<file path="config.mk">
export PLATFORM = sky130hd
export DESIGN_NAME = alu_seq
export DESIGN_NICKNAME = d
export VERILOG_FILES = /design/src/rtl/alu_pkg.sv /design/src/rtl/alu_mul_iter.sv /design/src/rtl/alu_seq.sv
export SDC_FILE = /design/constraint.sdc
export NUM_CORES = 1
export LEC_CHECK = 0
export CAP_MARGIN = 20
export CELL_PAD_IN_SITES_DETAIL_PLACEMENT = 2
export CELL_PAD_IN_SITES_GLOBAL_PLACEMENT = 2
export CORE_UTILIZATION = 41
export DETAILED_ROUTE_END_ITERATION = 6
export PLACE_DENSITY_LB_ADDON = 0.25
export SYNTH_ARGS = -nofsm -noshare
export SYNTH_HDL_FRONTEND = slang
export SYNTH_SLANG_ARGS = --single-unit
</file>
<file path="constraint.sdc">
create_clock -name clk -period 5.3 [get_ports clk]
set_clock_uncertainty 0.15 [all_clocks]
set_input_delay 1.06 -clock clk [delete_from_list [all_inputs] [get_ports clk]]
set_output_delay 1.06 -clock clk [all_outputs]
set_load 0.01 [all_outputs]
</file>
<file path="src/rtl/alu_pkg.sv">
// Shared types for the sequenced ALU: opcode encoding, legal-op count and FSM states.
package alu_pkg;

  typedef enum logic [3:0] {
    ALU_ADD  = 4'd0,
    ALU_SUB  = 4'd1,
    ALU_AND  = 4'd2,
    ALU_OR   = 4'd3,
    ALU_XOR  = 4'd4,
    ALU_SLL  = 4'd5,
    ALU_SRL  = 4'd6,
    ALU_SRA  = 4'd7,
    ALU_SLT  = 4'd8,
    ALU_SLTU = 4'd9,
    ALU_MUL  = 4'd10
  } alu_op_e;

  localparam int unsigned ALU_NUM_LEGAL_OPS = 11;

  typedef enum logic [1:0] {
    IDLE = 2'd0,
    MUL  = 2'd1,
    DONE = 2'd2
  } alu_state_e;

endpackage

</file>
<file path="src/rtl/alu_mul_iter.sv">
// Iterative shift-add multiplier, one multiplier bit per cycle.
// Bit 0 is folded in on start so the final bit is added when done_o is high.
module alu_mul_iter #(
  parameter int WIDTH = 32
) (
  input  logic                 clk,
  input  logic                 rst_n,
  input  logic                 start_i,
  input  logic [WIDTH-1:0]     a_i,
  input  logic [WIDTH-1:0]     b_i,
  output logic                 done_o,
  output logic [2*WIDTH-1:0]   prod_o
);

  localparam int CW = $clog2(WIDTH);
  localparam logic [CW-1:0] CNT_LAST = CW'(WIDTH - 1);

  logic [2*WIDTH-1:0] acc_q, acc_d;
  logic [2*WIDTH-1:0] mcand_q, mcand_d;
  logic [WIDTH-1:0]   mplier_q, mplier_d;
  logic [CW-1:0]      cnt_q, cnt_d;
  logic               busy_q, busy_d;

  always_ff @(posedge clk or negedge rst_n) begin
    if (!rst_n) begin
      acc_q    <= '0;
      mcand_q  <= '0;
      mplier_q <= '0;
      cnt_q    <= '0;
      busy_q   <= 1'b0;
    end else begin
      acc_q    <= acc_d;
      mcand_q  <= mcand_d;
      mplier_q <= mplier_d;
      cnt_q    <= cnt_d;
      busy_q   <= busy_d;
    end
  end

  always_comb begin
    acc_d    = acc_q;
    mcand_d  = mcand_q;
    mplier_d = mplier_q;
    cnt_d    = cnt_q;
    busy_d   = busy_q;
    if (start_i) begin
      acc_d    = b_i[0] ? {{WIDTH{1'b0}}, a_i} : '0;
      mcand_d  = {{(WIDTH-1){1'b0}}, a_i, 1'b0};
      mplier_d = b_i >> 1;
      cnt_d    = CW'(1);
      busy_d   = 1'b1;
    end else if (busy_q) begin
      if (mplier_q[0]) acc_d = acc_q + mcand_q;
      mcand_d  = mcand_q << 1;
      mplier_d = mplier_q >> 1;
      // counter indexes the bit being added; it stops at the last one
      if (cnt_q == CNT_LAST) busy_d = 1'b0;
      else                   cnt_d  = cnt_q + 1'b1;
    end
  end

  assign done_o = busy_q && (cnt_q == CNT_LAST);
  assign prod_o = acc_q;

endmodule

</file>
<file path="src/rtl/alu_seq.sv">
// Registered ALU with valid/ready on both sides; single-cycle ops plus an
// optional iterative multiply. One operation in flight at most.
//   state | meaning
//   IDLE  | accepting; single-cycle ops load the output registers directly
//   MUL   | multiplier iterating, one bit per cycle
//   DONE  | product ready; load output registers and return to IDLE
module alu_seq
  import alu_pkg::*;
#(
  parameter int WIDTH  = 32,
  parameter bit MUL_EN = 1'b1
) (
  input  logic             clk,
  input  logic             rst_n,
  input  logic             in_valid,
  output logic             in_ready,
  input  logic [WIDTH-1:0] op_a,
  input  logic [WIDTH-1:0] op_b,
  input  logic [3:0]       opcode,
  output logic             out_valid,
  input  logic             out_ready,
  output logic [WIDTH-1:0] result,
  output logic             zero_flag,
  output logic             carry_out,
  output logic             overflow_flag,
  output logic             illegal_op
);

  localparam int SHW = $clog2(WIDTH);
  localparam logic [3:0] NUM_LEGAL = 4'(ALU_NUM_LEGAL_OPS);

  alu_state_e       state_q, state_d;
  logic [WIDTH-1:0] res_q, res_d;
  logic             zero_q, zero_d, carry_q, carry_d;
  logic             ovf_q, ovf_d, ill_q, ill_d;
  logic             out_valid_q, out_valid_d;

  alu_op_e          op;
  logic [WIDTH:0]   sum, diff;
  logic [SHW-1:0]   shamt;
  logic [WIDTH-1:0] alu_res;
  logic             alu_c, alu_v, alu_ill;
  logic             accept, is_mul, mul_start, mul_done;
  logic [2*WIDTH-1:0] mul_prod;

  assign op    = alu_op_e'(opcode);
  assign sum   = {1'b0, op_a} + {1'b0, op_b};
  assign diff  = {1'b0, op_a} - {1'b0, op_b};
  assign shamt = op_b[SHW-1:0];

  always_comb begin
    alu_res = '0;
    alu_c   = 1'b0;
    alu_v   = 1'b0;
    alu_ill = (opcode >= NUM_LEGAL) || ((op == ALU_MUL) && !MUL_EN);
    case (op)
      ALU_ADD: begin
        alu_res = sum[WIDTH-1:0];
        alu_c   = sum[WIDTH];
        alu_v   = (op_a[WIDTH-1] == op_b[WIDTH-1]) && (sum[WIDTH-1] != op_a[WIDTH-1]);
      end
      ALU_SUB: begin
        alu_res = diff[WIDTH-1:0];
        alu_c   = diff[WIDTH];
        alu_v   = (op_a[WIDTH-1] != op_b[WIDTH-1]) && (diff[WIDTH-1] != op_a[WIDTH-1]);
      end
      ALU_AND:  alu_res = op_a & op_b;
      ALU_OR:   alu_res = op_a | op_b;
      ALU_XOR:  alu_res = op_a ^ op_b;
      ALU_SLL:  alu_res = op_a << shamt;
      ALU_SRL:  alu_res = op_a >> shamt;
      ALU_SRA:  alu_res = $signed(op_a) >>> shamt;
      ALU_SLT:  alu_res = {{(WIDTH-1){1'b0}}, $signed(op_a) < $signed(op_b)};
      ALU_SLTU: alu_res = {{(WIDTH-1){1'b0}}, op_a < op_b};
      default:  alu_res = '0;
    endcase
  end

  assign in_ready = (state_q == IDLE) && (!out_valid_q || out_ready);
  assign accept   = in_valid && in_ready;
  assign is_mul   = MUL_EN && (op == ALU_MUL);

  always_ff @(posedge clk or negedge rst_n) begin
    if (!rst_n) begin
      state_q     <= IDLE;
      res_q       <= '0;
      zero_q      <= 1'b0;
      carry_q     <= 1'b0;
      ovf_q       <= 1'b0;
      ill_q       <= 1'b0;
      out_valid_q <= 1'b0;
    end else begin
      state_q     <= state_d;
      res_q       <= res_d;
      zero_q      <= zero_d;
      carry_q     <= carry_d;
      ovf_q       <= ovf_d;
      ill_q       <= ill_d;
      out_valid_q <= out_valid_d;
    end
  end

  always_comb begin
    state_d     = state_q;
    res_d       = res_q;
    zero_d      = zero_q;
    carry_d     = carry_q;
    ovf_d       = ovf_q;
    ill_d       = ill_q;
    out_valid_d = out_valid_q;
    mul_start   = 1'b0;
    if (out_valid_q && out_ready) out_valid_d = 1'b0;
    case (state_q)
      IDLE: begin
        if (accept) begin
          if (is_mul) begin
            state_d   = MUL;
            mul_start = 1'b1;
          end else begin
            // a same-cycle consume is overridden here: new result replaces old
            res_d       = alu_res;
            zero_d      = (alu_res == '0);
            carry_d     = alu_c;
            ovf_d       = alu_v;
            ill_d       = alu_ill;
            out_valid_d = 1'b1;
          end
        end
      end
      MUL: begin
        if (mul_done) state_d = DONE;
      end
      DONE: begin
        res_d       = mul_prod[WIDTH-1:0];
        zero_d      = (mul_prod[WIDTH-1:0] == '0);
        carry_d     = |mul_prod[2*WIDTH-1:WIDTH];
        ovf_d       = 1'b0;
        ill_d       = 1'b0;
        out_valid_d = 1'b1;
        state_d     = IDLE;
      end
      default: state_d = IDLE;
    endcase
  end

  generate
    if (MUL_EN) begin : g_mul
      alu_mul_iter #(.WIDTH(WIDTH)) u_mul (
        .clk     (clk),
        .rst_n   (rst_n),
        .start_i (mul_start),
        .a_i     (op_a),
        .b_i     (op_b),
        .done_o  (mul_done),
        .prod_o  (mul_prod)
      );
    end else begin : g_no_mul
      assign mul_done = 1'b0;
      assign mul_prod = '0;
    end
  endgenerate

  assign out_valid     = out_valid_q;
  assign result        = res_q;
  assign zero_flag     = zero_q;
  assign carry_out     = carry_q;
  assign overflow_flag = ovf_q;
  assign illegal_op    = ill_q;

endmodule

</file>
## Yosys cells after proc, flatten, opt, wreduce, memory -nomap -nowiden

Index checks and enable logic that the tools add are counted.

| word-level totals | value |
|---|---|
| register bits after elaboration | 205 |
| logic and storage cells | 110 |

| cells by class | value |
|---|---|
| add/sub/neg operators | 4 |
| magnitude comparators | 3 |
| equality and inequality tests | 22 |
| shift-type cells | 3 |
| muxes and demuxes | 43 |
| bitwise operators | 3 |
| reduce and logical (&&, ||, !) cells | 20 |

Operators by type and width:

| operator | number |
|---|---|
| $mux 64 | 5 |
| $pmux 32 s10 | 1 |
| $mux 32 | 5 |
| $add 64x64->64 | 1 |
| $logic_not 32->1 | 2 |
| $lt 32x32->1 | 2 |
| $pmux 32 s2 | 1 |
| $add 32x32->33 | 1 |
| $sub 32x32->33 | 1 |
| $and 32x32->32 | 1 |
| $or 32x32->32 | 1 |
| $reduce_or 32->1 | 1 |
| $shl 32x5->32 | 1 |
| $shr 32x5->32 | 1 |
| $sshr 32x5->32 | 1 |
| $xor 32x32->32 | 1 |
| $mux 1 | 17 |
| $eq 4x3->1 const B | 4 |
| $mux 5 | 3 |
| $pmux 1 s2 | 7 |
| $eq 4x4->1 const B | 3 |
| $eq 4x2->1 const B | 2 |
| $logic_and 1x1->1 | 6 |
| $mux 2 | 3 |
| 18 further kinds | 27 |

## Logic depth before layout (Yosys ltp)

| logic depth | value |
|---|---|
| word-level depth | 8 |
| depth in mapped cells | 17 |

## By module

Synthesis repeated with hierarchy kept, for this count alone.

| unflattened totals | value |
|---|---|
| cell total of the unflattened synthesis | 2897 |
| area total of the unflattened synthesis | 22660.5 um2 |

Modules (own cells, without submodules):

| module | times used | cells each | area each (um2) | sequential area each (um2) |
|---|---|---|---|---|
| alu_seq | 1 | 1678 | 11860.1 | 975.9 |
| alu_mul_iter | 1 | 1219 | 10800.4 | 4103.9 |

## Worst setup path before layout

OpenSTA, ideal clock, no wires.

| path | value |
|---|---|
| path kind | in2reg |
| start point | in op_b[2] |
| end point | reg zero_q (netlist: zero_flag) |
| library setup time | 0.076 ns |
| arrival | 4.656 ns |
| required time | 5.074 ns |
| slack | 0.418 ns |
| cell stages on the path | 16 |
| path buffers | 4 |
| path through | inv_1 -> clkbuf_1 -> buf_2 -> buf_2 -> ha_1 -> buf_4 -> and3_4 -> a221oi_4 -> o211ai_1 -> a221o_1 -> a221o_1 -> a2111oi_2 -> and4_1 -> and4_1 -> nand4_1 -> o21ai_1 |

| on the way | value |
|---|---|
| word-level cells in the longest chain between the ends | 6 |
| elaborated cells between the ends (all ways) | 15 |

Ends and longest elaborated chain:

| element | line | source |
|---|---|---|
| start, declared | alu_seq.sv:18 | `input logic [WIDTH-1:0] op_b,` |
| $sub 32x32->33, or another cell as far along | alu_seq.sv:48 | `assign diff = {1'b0, op_a} - {1'b0, op_b};` |
| $pmux 32 s10 (*) | alu_seq.sv:56 | `case (op)` |
| $logic_not 32->1 (*) | alu_seq.sv:122 | `zero_d = (alu_res == '0);` |
| $mux 1 (*) | alu_seq.sv:116 | `if (is_mul) begin` |
| $mux 1 (*) | alu_seq.sv:115 | `if (accept) begin` |
| $pmux 1 s2 (*) | alu_seq.sv:113 | `case (state_q)` |
| end signal, assigned | alu_seq.sv:95 | `zero_q <= zero_d;` |
| end, declared | alu_seq.sv:34 | `logic zero_q, zero_d, carry_q, carry_d;` |

Mark *: on every way between the ends. The rest lies on a longest branch, timed or not. The select of a mux whose other input is x is not followed.
A chain may end at the register's enable or synchronous reset.

## Worst setup path in the final report

| path | value |
|---|---|
| start point | in op_a[1] |
| end point | reg zero_q (netlist: zero_flag) |

| on the way | value |
|---|---|
| word-level cells in the longest chain between the ends | 6 |
| elaborated cells between the ends (all ways) | 15 |

Ends and longest elaborated chain:

| element | line | source |
|---|---|---|
| start, declared | alu_seq.sv:17 | `input logic [WIDTH-1:0] op_a,` |
| $sub 32x32->33, or another cell as far along | alu_seq.sv:48 |  |
| $pmux 32 s10 (*) | alu_seq.sv:56 |  |
| $logic_not 32->1 (*) | alu_seq.sv:122 |  |
| $mux 1 (*) | alu_seq.sv:116 |  |
| $mux 1 (*) | alu_seq.sv:115 |  |
| $pmux 1 s2 (*) | alu_seq.sv:113 |  |

Marked as above.

==> run summary <==
The top-level port count was 110. The site row count was 85; the via count of the first global-routing pass was 30.1k. For the internal cell power, the log shows 6130 µW. The tools report the total standard cell area after synthesis as 0.0227 mm².

The startpoint identified for the worst register-to-register timing path is g_mul.u_mul.prod_o[1]$_DFFE_PN0P_. sky130_fd_sc_hd__nand2_1 is the most common cell in the netlist. The tools report the count of endpoints failing setup in the final report as 0. Once detail routing completed, the nets flagged for antenna violations numbered 0.

The initial detailed-routing violation count was 2951. The kind of path behind the tightest hold check is input port to asynchronous set/reset pin. The area of the core region is 0.0543 mm².

Among all flip-flop cells after synthesis, the most frequent one is sky130_fd_sc_hd__dfrtp_1. The final-report hold violation count is 0, and the number of max-slew violations in the final report is 0. For the worst setup path, the data required time is 5680 ps. In the synthesized netlist the async set-or-reset flop fraction comes to 100%.

Measured along the x axis, the die boundary spans 237 µm. The number of cells traversed by the worst register-to-register path works out to 13. Setup slack on the worst reg-to-reg path comes out at 310 ps. Entering global routing, the biggest net connects 80 pins.

The share of cells above drive strength 1 is 15.8%. For the worst setup slack after layout, the log shows 81.1 ps. The cell family contributing the most delay on the critical path is compound AO/OA/AOI/OAI gates. The layer flagged by global routing as most heavily used is met2. The tools report the placed standard-cell area as 0.0262 mm².

The type of origin of the critical path was an input port. Sequential cells account for 23.5% of the total power. The tools report the met3 global-route usage as 11.8%. For the portion of the post-synthesis area used by sequential elements, the log shows 22.3%. The synthesis-to-finish area growth was 19.5%. Sorting the synthesized cells by area gives the leading types as sky130_fd_sc_hd__dfrtp_1 22%, sky130_fd_sc_hd__ha_1 9.3%, sky130_fd_sc_hd__mux2i_1 6.4%, sky130_fd_sc_hd__a21oi_1 5.7%, sky130_fd_sc_hd__mux4_2 5.2%.

The run gives 1.01 as the final estimated routing congestion in global placement. After detailed routing, the average wire length per cell comes to 37.2 µm. For the clock network fraction of total power, the log shows 15.8%.

For this run, the post-layout net count is 3279. The number of enable flip-flop cells after synthesis was 0; the initial antenna violation count was 7. The worst setup path is of the input port to flip-flop kind. The number of nets in the synthesized netlist is 3060. The die covers 0.0564 mm².

The flow ran to the end, and the final reports show no timing, DRC or antenna violations. Headroom to the max-slew limit came out at 19.5%. TritonCTS built the clock tree.

The share of synthesized area in the top cell type comes to 22.3%. Summing over every cut layer, the via total after detailed routing is 27.5k. Data on the critical path arrives at its endpoint at 5600 ps.

The switching power is 6860 µW, and the power density over cell area is 478 mW/mm². Before antenna repair, the detailed router went through 5 iterations. Once layout is complete, the utilization of the core stands at 50.0%.

The critical path goes through clkdlybuf4s50_1, inv_1, ha_1, o21bai_1, nor4b_1, buf_4, o211a_1, o31ai_1, a211o_1, and2_1, buf_4, o41a_1, o31ai_1, a211oi_1, nand4_1, o21ai_1. The tools report the kind of end point of the critical path as a flip-flop. The cell count along the critical path was 16. For this run the aggregate overflow at the end of global routing stands at 0. The maximum fanout along the worst path was 4; the maximum clock path buffer count was 3. The synthesized area per cell is 8.07 µm².

The met2 track demand over resource in global routing was 80.7%; the clock-pin slew reported for the worst setup and hold paths after clock tree synthesis was 70 ps. The logs give 27 for the number of buffers created by CTS and 0 for the residual DRC count. In the global route stage, overall resource usage came out at 48.9%. For the clock latency at the later pin of the worst-skew pair, the log shows 620 ps. The endpoint identified for the worst register-to-register timing path is g_mul.u_mul.prod_o[37]$_DFFE_PN0P_. For the initial core utilization, the log shows 41.8%.

The cell at the root of the clock tree was sky130_fd_sc_hd__clkbuf_16. Among all stages on the critical path, the largest delay is contributed by sky130_fd_sc_hd__o31ai_1. The netlist uses 100 different library cells.

The level count of the clock H-tree came out at 1. For the finished layout, the period the worst path requires is 5220 ps. The post-route cell area is 0.0272 mm², and the vertical extent of the die is 237 µm.

The largest voltage drop on the vdd net is 0.280 mV. The peak per-stage delay on the critical path is 800 ps, and the count of input and output buffers is 109. Setup repair after global routing left no endpoint under its margin. Yosys printed 0 warnings. At the placement stage, the worst setup path has a slack of -236 ps.

For this run, global-route usage on met1 was measured as 54.7%. Per report_power, the combinational group accounts for 60.7% of the total. The slew of the pin with the lowest slew margin was 1190 ps; the ratio of routed vias to standard cells was 7.24.

The largest total area in the synthesized netlist belongs to sky130_fd_sc_hd__dfrtp_1. The switching part of the total works out to 52.8%. Sorting the synthesized cells by how often they occur yields 304 x sky130_fd_sc_hd__nand2_1, 261 x sky130_fd_sc_hd__a21oi_1, 231 x sky130_fd_sc_hd__nor2_1. Counting both buffers and inverters, the worst setup path holds a total of 4. The highest clock rate came out at 192 MHz. The logs give 98200 µm for the placed wire-length estimate after detailed placement and 207000 µm for the global-route wire length before repair.

Across the run, the number of max-cap violations was 0. The synthesized instance count is 2816. The period utilization came out at 98.5%.

Wires add up to 141000 µm. The clock drives 203 sinks. The static leakage power is 0.0112 µW.

The count of state elements after synthesis was 203.
==> power by group through the flow <==
stage / combinational, µW / sequential, µW / clock (µW)
floorplan: 4440 / 2620 / 0
global placement: 6290 / 2840 / 0
detailed placement: 7010 / 2930 / 0
CTS: 7490 / 2980 / 2040
global route: 8180 / 3050 / 2090
finish: 7890 / 3050 / 2060
==> cell type report <==
cell class	instances	area [µm²]
fill	5840	27200
multi-input combinational	2277	16200
sequential	203	5080
timing repair buffer	407	3560
tap	739	925
clock buffer	29	703
inverter	119	447
clock inverter	21	221
antenna	4	10.0
==> through the flow <==
stage | power [µW] | TNS [ps] | instances | hold slack (ps)
2_1_floorplan | 7060 | 0 | 2816 | 307
3_3_place_gp | 9130 | -103 | 3740 | 338
3_5_place_dp | 9930 | -1110 | 3742 | 348
4_1_cts | 12500 | 0 | 3792 | 312
5_1_grt | 13300 | 0 | 3795 | 325
6_report | 13000 | 0 | 3799 | 247
==> flip-flops by register name (all words and copies together), names as in the netlist <==
name	cells
carry_out	1
g_mul.u_mul.busy_q	1
g_mul.u_mul.cnt_q	5
g_mul.u_mul.mcand_q	63
g_mul.u_mul.mplier_q	31
g_mul.u_mul.prod_o	64
illegal_op	1
out_valid	1
overflow_flag	1
result	32
state_q	2
zero_flag	1
==> timing repair <==
| action | CTS | global route |
|---|---|---|
| setup buffers | 0 | 0 |
| gates resized for setup | 0 | 2 |
| endpoints found under the setup margin | 0 | 2 |
| hold buffers | 0 | 0 |
==> per-layer routing <==
metal  part of all wire [%]  routed length, µm
met3                    8.8              12500
met5                  0.018                 26
met1                     36              50800
met2                     46              64900
met4                    9.2              13000
==> cell usage in the layout (no fill, tap or decap), types with 54 or more instances in the layout <==
cell type	n
sky130_fd_sc_hd__nand2_1	303
sky130_fd_sc_hd__buf_4	276
sky130_fd_sc_hd__a21oi_1	261
sky130_fd_sc_hd__nor2_1	230
sky130_fd_sc_hd__o21ai_0	210
sky130_fd_sc_hd__dfrtp_1	202
sky130_fd_sc_hd__ha_1	169
sky130_fd_sc_hd__mux2i_1	145
sky130_fd_sc_hd__inv_1	115
sky130_fd_sc_hd__clkdlybuf4s50_1	103
sky130_fd_sc_hd__nor3_1	59
sky130_fd_sc_hd__nand3_1	56
sky130_fd_sc_hd__a21o_1	54
==> worst register-to-register path, cell delays in order (launching register included) <==
cell and delay, ps:
sky130_fd_sc_hd__dfrtp_1 470, sky130_fd_sc_hd__ha_1 270, sky130_fd_sc_hd__inv_1 80, sky130_fd_sc_hd__fa_1 430, sky130_fd_sc_hd__nand2b_1 260, sky130_fd_sc_hd__a21oi_1 260
sky130_fd_sc_hd__o2111ai_1 300, sky130_fd_sc_hd__a211oi_1 700, sky130_fd_sc_hd__a2bb2oi_1 580, sky130_fd_sc_hd__a211oi_1 300, sky130_fd_sc_hd__o31ai_1 440, sky130_fd_sc_hd__xor2_1 240
sky130_fd_sc_hd__nand2_1 120, sky130_fd_sc_hd__a21oi_1 260
==> how the worst max path moves through the flow <==
stage | from | endpoint | slack (ps)
final | op_a[1] | zero_flag$_DFFE_PN0P_ | 80
after global routing | op_a[1] | zero_flag$_DFFE_PN0P_ | 30
after CTS | op_a[1] | result[31]$_DFFE_PN0P_ | 210
after detailed placement | op_a[1] | zero_flag$_DFFE_PN0P_ | -240
after global placement | op_a[1] | zero_flag$_DFFE_PN0P_ | -70
after floorplan | op_b[2] | zero_flag$_DFFE_PN0P_ | 420
==> cell families (layout without fill, tap and decap cells) <==
logic type / Yosys count / after routing / share of synthesized area [%]
mux: 233 / 233 / 14.1
compound gates: 918 / 918 / 26.4
xor+xnor: 56 / 56 / 2.16
fa+ha+maj: 172 / 172 / 9.56
buf+inv: 336 / 576 / 6.62
other cells: 0 / 4 / 0
flops: 203 / 203 / 22.3
simple gates: 898 / 898 / 18.8
(Power assumes the default switching activity.)
